--- config.mk ---
export PLATFORM = sky130hd
export DESIGN_NAME = sine_burst_ctrl
export DESIGN_NICKNAME = d
export VERILOG_FILES = /design/src/rtl/sine_burst_pkg.sv /design/src/rtl/sine_burst_align.sv /design/src/rtl/sine_burst_ctrl.sv
export SDC_FILE = /design/constraint.sdc
export NUM_CORES = 1
export LEC_CHECK = 0
export CORE_ASPECT_RATIO = 0.5
export CORE_UTILIZATION = 51
export CTS_CLUSTER_DIAMETER = 40
export DETAILED_ROUTE_END_ITERATION = 8
export HOLD_SLACK_MARGIN = 0.02
export PLACE_DENSITY_LB_ADDON = 0.08
export SLEW_MARGIN = 20
export SYNTH_ARGS = -nofsm -noshare
export SYNTH_HDL_FRONTEND = slang
export SYNTH_SLANG_ARGS = --single-unit
--- constraint.sdc ---
create_clock -name clk -period 3.16 [get_ports clk]
set_input_delay 0.316 -clock clk [delete_from_list [all_inputs] [get_ports clk]]
set_output_delay 0.316 -clock clk [all_outputs]
set_load 0.01 [all_outputs]
--- src/rtl/sine_burst_pkg.sv ---
// sine_burst_pkg: shared state encoding and default widths for the sine burst sequencer
package sine_burst_pkg;
    localparam int DEF_PHASE_W = 24;
    localparam int DEF_ADDR_W  = 10;
    localparam int DEF_DATA_W  = 16;
    localparam int DEF_LEN_W   = 16;
    localparam int DEF_LUT_LAT = 2;
    typedef enum logic [1:0] {IDLE, RUN, DRAIN, DONE} state_e;
endpackage

--- src/rtl/sine_burst_align.sv ---
// sine_burst_align: LAT-deep valid/last delay line matching the LUT read latency.
// Ports: clk, rst_n (async, active-low); flush_i clears every stage synchronously;
// valid_i/last_i enter per issue; valid_o/last_o leave LAT cycles later;
// empty_o is high when nothing is queued behind the output stage, so the pipe
// is empty after the next edge.
module sine_burst_align #(
    parameter int LAT = 2
) (
    input  logic clk,
    input  logic rst_n,
    input  logic flush_i,
    input  logic valid_i,
    input  logic last_i,
    output logic valid_o,
    output logic last_o,
    output logic empty_o
);
    logic [LAT-1:0] v_q, v_d, l_q, l_d, rest;
    always_comb begin
        v_d  = flush_i ? '0 : (v_q << 1) | LAT'(valid_i);
        l_d  = flush_i ? '0 : (l_q << 1) | LAT'(valid_i & last_i);
        rest = v_q << 1;
    end
    always_ff @(posedge clk or negedge rst_n) begin
        if (!rst_n) begin
            v_q <= '0;
            l_q <= '0;
        end else begin
            v_q <= v_d;
            l_q <= l_d;
        end
    end
    assign valid_o = v_q[LAT-1];
    assign last_o  = l_q[LAT-1];
    assign empty_o = rest == '0;
endmodule

--- src/rtl/sine_burst_ctrl.sv ---
// sine_burst_ctrl: burst sequencer stepping a phase accumulator into an external sine LUT.
// Ports: clk, rst_n (async, active-low); cmd_valid/cmd_ready handshake with
// cmd_step/cmd_len/cmd_shift; abort ends a running burst; lut_addr/lut_data to
// the LUT; smp_valid/smp_data/smp_last aligned sample stream; busy, done, trig status.
// Build option SINE_BURST_CTRL_ATTEN_EN: adds a registered arithmetic-shift
// attenuation stage on the sample stream (one extra cycle of latency).
module sine_burst_ctrl
    import sine_burst_pkg::*;
#(
    parameter int PHASE_W = DEF_PHASE_W,
    parameter int ADDR_W  = DEF_ADDR_W,
    parameter int DATA_W  = DEF_DATA_W,
    parameter int LEN_W   = DEF_LEN_W,
    parameter int LUT_LAT = DEF_LUT_LAT
) (
    input  logic                     clk,
    input  logic                     rst_n,
    input  logic                     cmd_valid,
    output logic                     cmd_ready,
    input  logic [PHASE_W-1:0]       cmd_step,
    input  logic [LEN_W-1:0]         cmd_len,
    input  logic [3:0]               cmd_shift,
    input  logic                     abort,
    output logic [ADDR_W-1:0]        lut_addr,
    input  logic signed [DATA_W-1:0] lut_data,
    output logic                     smp_valid,
    output logic signed [DATA_W-1:0] smp_data,
    output logic                     smp_last,
    output logic                     busy,
    output logic                     done,
    output logic                     trig
);
    state_e             state_q, state_d;
    logic [PHASE_W-1:0] phase_q, phase_d, step_q;
    logic [LEN_W-1:0]   len_q, cnt_q, cnt_d;
    logic [ADDR_W-1:0]  addr_q;
    logic               trig_q, accept, issue, last_issue, flush;
    logic               pipe_valid, pipe_last, pipe_empty, drain_ok;
    assign accept     = state_q == IDLE && cmd_valid;
    assign issue      = state_q == RUN;
    assign last_issue = issue && cnt_q == len_q - LEN_W'(1);
    assign flush      = abort && (state_q == RUN || state_q == DRAIN);
    always_comb begin
        state_d = state_q;
        phase_d = phase_q;
        cnt_d   = cnt_q;
        unique case (state_q)
            IDLE: if (cmd_valid) begin
                state_d = cmd_len == '0 ? DONE : RUN;
                phase_d = '0;
                cnt_d   = '0;
            end
            RUN: begin
                phase_d = phase_q + step_q;
                cnt_d   = cnt_q + LEN_W'(1);
                state_d = abort ? DONE : last_issue ? DRAIN : RUN;
            end
            DRAIN:   state_d = abort || drain_ok ? DONE : DRAIN;
            default: state_d = IDLE;
        endcase
    end
    always_ff @(posedge clk or negedge rst_n) begin
        if (!rst_n) begin
            state_q <= IDLE;
            phase_q <= '0;
            step_q  <= '0;
            len_q   <= '0;
            cnt_q   <= '0;
            addr_q  <= '0;
            trig_q  <= 1'b0;
        end else begin
            state_q <= state_d;
            phase_q <= phase_d;
            cnt_q   <= cnt_d;
            trig_q  <= accept && cmd_len != '0;
            if (accept) begin
                step_q <= cmd_step;
                len_q  <= cmd_len;
            end
            // Address only advances while issuing, so it holds outside RUN.
            if (state_d == RUN) addr_q <= phase_d[PHASE_W-1 -: ADDR_W];
        end
    end
    sine_burst_align #(.LAT(LUT_LAT)) u_align (
        .clk     (clk),
        .rst_n   (rst_n),
        .flush_i (flush),
        .valid_i (issue),
        .last_i  (last_issue),
        .valid_o (pipe_valid),
        .last_o  (pipe_last),
        .empty_o (pipe_empty)
    );
`ifdef SINE_BURST_CTRL_ATTEN_EN
    logic [3:0]               shift_q;
    logic                     smp_valid_q, smp_last_q;
    logic signed [DATA_W-1:0] smp_data_q;
    always_ff @(posedge clk or negedge rst_n) begin
        if (!rst_n) begin
            shift_q     <= '0;
            smp_valid_q <= 1'b0;
            smp_last_q  <= 1'b0;
            smp_data_q  <= '0;
        end else begin
            if (accept) shift_q <= cmd_shift;
            smp_valid_q <= pipe_valid && !flush;
            smp_last_q  <= pipe_last && !flush;
            smp_data_q  <= lut_data >>> shift_q;
        end
    end
    assign smp_valid = smp_valid_q;
    assign smp_last  = smp_last_q;
    assign smp_data  = smp_data_q;
    // The output register holds the final sample one cycle longer.
    assign drain_ok  = pipe_empty && !pipe_valid;
`else
    logic unused_shift;
    assign unused_shift = ^cmd_shift;
    assign smp_valid    = pipe_valid;
    assign smp_last     = pipe_last;
    assign smp_data     = lut_data;
    assign drain_ok     = pipe_empty;
`endif
    assign lut_addr  = addr_q;
    assign cmd_ready = state_q == IDLE;
    assign busy      = state_q != IDLE;
    assign done      = state_q == DONE;
    assign trig      = trig_q;
endmodule

==> qor.yml <==
final_cells: 741
fin_setup_tns_ps: 0
clock_skew_ps: 8.10
syn_nets: 645
cts_setup_buffers: 0
crit_type: "register to register"
synthFlopType: "dfrtp_1"
slew_headroom_pct: 52.8
fmax_mhz: 337
num_antenna_cells: 0
cp.depth: 7
critPathRequiredTime_ps: 3390
dp.cells: 726
clkTransAtPathRegs_ps: 70
power_mw: 7.58
vias: 4206
syn_area_sq_um: 5720
ys_ff_latch: 97
endpoint_kind: "register"
nets: 691
synth_edf_count: 0
area_growth_syn_to_layout_pct: 16.3
cpMaxStageDelayCell: "or4_1"
setup_slack_ps: 191
hold_path.class: "input port to asynchronous set/reset pin"
postSynth.asyncResetShare_pct: 100
die_x_um: 152
drive_gt1_share_pct: 14.1
yosysWarnings: 0
fin_crit_sh_pct: 94.0
gp_congestion: 0.835
holdBufCountCts: 0
cts_buffers: 9
avgSynthCellArea_sq_um: 10.4
cts_sinks: 97
cellPowerDensity_nw_per_um2: 1140
synth_fa_ha_area_share_pct: 6.70
cts-root-buf: "clkbuf_16"
numPortBuffers: 59
cpPeakStageDelay_ps: 550
die_area_sq_um: 11700
yosysSeqAreaShare_pct: 42.5
synth_top_family_by_area: "compound AO/OA/AOI/OAI gates"
clock_latency_ps: 340
synth.most_common_cell: "dfrtp_1"
maxCapViolations: 0
drc: 0
avgRoutedWirePerCell_um: 16.0
regArea_sq_um: 2430
track_usage_pct: 21.9
grt_max_degree: 54
cp_num_buf_inv: 0
core_sq_um: 10500
rsz0062_at_grt: "no"
h-tree-depth: 3
dr.pass1.iters: 4
nFillCells: 892
path_max_fanout: 13
die_y_um: 76.9
synthXorXnorAreaFrac_pct: 7.66
hpwl_um: 8650
totalWireLength_um: 11900
post_cts_resized: 0
crit_chain: "or4_1 -> or2_1 -> or3_1 -> o211ai_2 -> and4b_4 -> a21oi_4 -> mux2_2"
setup_viol: 0
ys_top_cells_by_count: "dfrtp_1, mux2_2, nand2_1"
yosys.area_share.simple_pct: 14.1
worst_pin_slew_ps: 708
rrSetupSlack_ps: 190
ys_types: 63
final_hold_viol_count: 0
grt_pass1_wl_um: 20100
max-vdd-ir-drop_mv: 0.452
period_minus_slack_ps: 2970
r2r_cells: 7
slew_violations: 0
place_worst_setup_slack_ps: 196
start_util_pct: 54.2
overflow: 0
worstSetupStartpointType: "register"
antenna_found_initial: 0
synthCells: 551
initialDrtViolationCount: 187
ant_nets: 0
io_pins: 96
outcome: "finished, final reports clean"
cts_tree: "built"
vias_per_cell: 5.68
cp.arrival_ps: 3190
grt_pass1_vias: 4147
synth-compound-area-share_pct: 14.2
multi_input_area_sq_um: 3010
crit_family: "simple AND/OR/NAND/NOR gates"
synth_area_leaders: "dfrtp_1, mux2_2, ha_1"
synth_top_area_share_pct: 42.5
synth_mux_area_share_pct: 9.80
leakage_nw: 2.94
yosysTopAreaCell: "dfrtp_1"
row_count: 26
clk_path_buf_depth: 2
registers in the layout, summed over array words and instances (netlist names):
name	count
step_q	24
lut_addr	10
state_q	2
u_align.l_q	2
phase_q	24
cnt_q	16
len_q	16
trig	1
u_align.v_q	2
path summary, 6_finish.rpt:
kind	from	endpoint
max reg2reg	len_q[0]	lut_addr[9]
min in group clk	phase_q[18]	phase_q[18]
min	rst_n	cnt_q[9]
min reg2reg	phase_q[18]	phase_q[18]
max	len_q[0]	lut_addr[9]
max in group asynchronous	rst_n	step_q[14]
layout make-up:
cell class	count	area share [%]
clock buffers	11	3.50
clock inverters	4	0.677
inverters	16	0.903
multi-input cells	401	45.3
flip-flops and latches	97	36.5
well taps	140	2.63
repair buffers	72	10.5
worst reg2reg max path: stages (launching register included):
cell      delay (ps)
dfrtp_1          440
or4_1            550
or2_1            330
or3_1            400
o211ai_2          90
and4b_4          250
a21oi_4          420
mux2_2           390
placed cells by master (no fill, tap or decap), types with 3 or more instances in the layout:
cell	instances
clkinv_2	3
nor2b_1	3
and3_1	11
dfrtp_1	97
o21bai_1	3
mux2_4	3
nor2_1	35
a31oi_1	10
xnor2_1	32
a22o_1	16
buf_4	13
o21ai_0	22
mux2_2	44
o21a_1	3
a21o_1	14
a21boi_0	3
nor3_1	11
nand3b_1	3
a21oi_1	25
clkbuf_16	9
or3_1	5
nand4_1	5
nor3b_1	5
nand4b_1	3
nor4b_1	4
nor4_1	8
o31ai_1	3
nand2_1	36
clkdlybuf4s50_1	58
ha_1	29
inv_1	15
xor2_1	18
nand3_1	11
where the power goes:
part           total, mW  internal [mW]  switching [mW]
registers           2.21           1.79           0.415
logic               4.31           2.11            2.20
clock network       1.07          0.606           0.461
routing by layer:
layer | vias up | part of all wire, % | track usage [%]
met5 | - | 0 | 0
met3 | 24 | 3.6 | 4.76
met2 | 63 | 45 | 33.8
met1 | 2047 | 50 | 30.4
li1 | 2072 | - | -
met4 | 0 | 1.3 | 6.93
through the flow:
stage          hold slack [ps]  cell area [sq um]  utilization [%]
2_1_floorplan             20.4               5720                -
3_3_place_gp               409               6370             60.4
3_5_place_dp               418               6370             60.4
4_1_cts                   51.7               6650             63.1
5_1_grt                   64.9               6650             63.1
6_report                 0.844               6650             63.1
logic make-up after synthesis:
| kind of cell | after synthesis |
|---|---|
| XOR/XNOR | 50 |
| buffers and inverters | 53 |
| multiplexers | 49 |
| AND/OR/NAND/NOR | 153 |
| AO/OA/AOI/OAI | 119 |
| flip-flops | 97 |
| adder cells (fa/ha/maj) | 30 |
No activity file was read; power rests on OpenSTA's default activity.
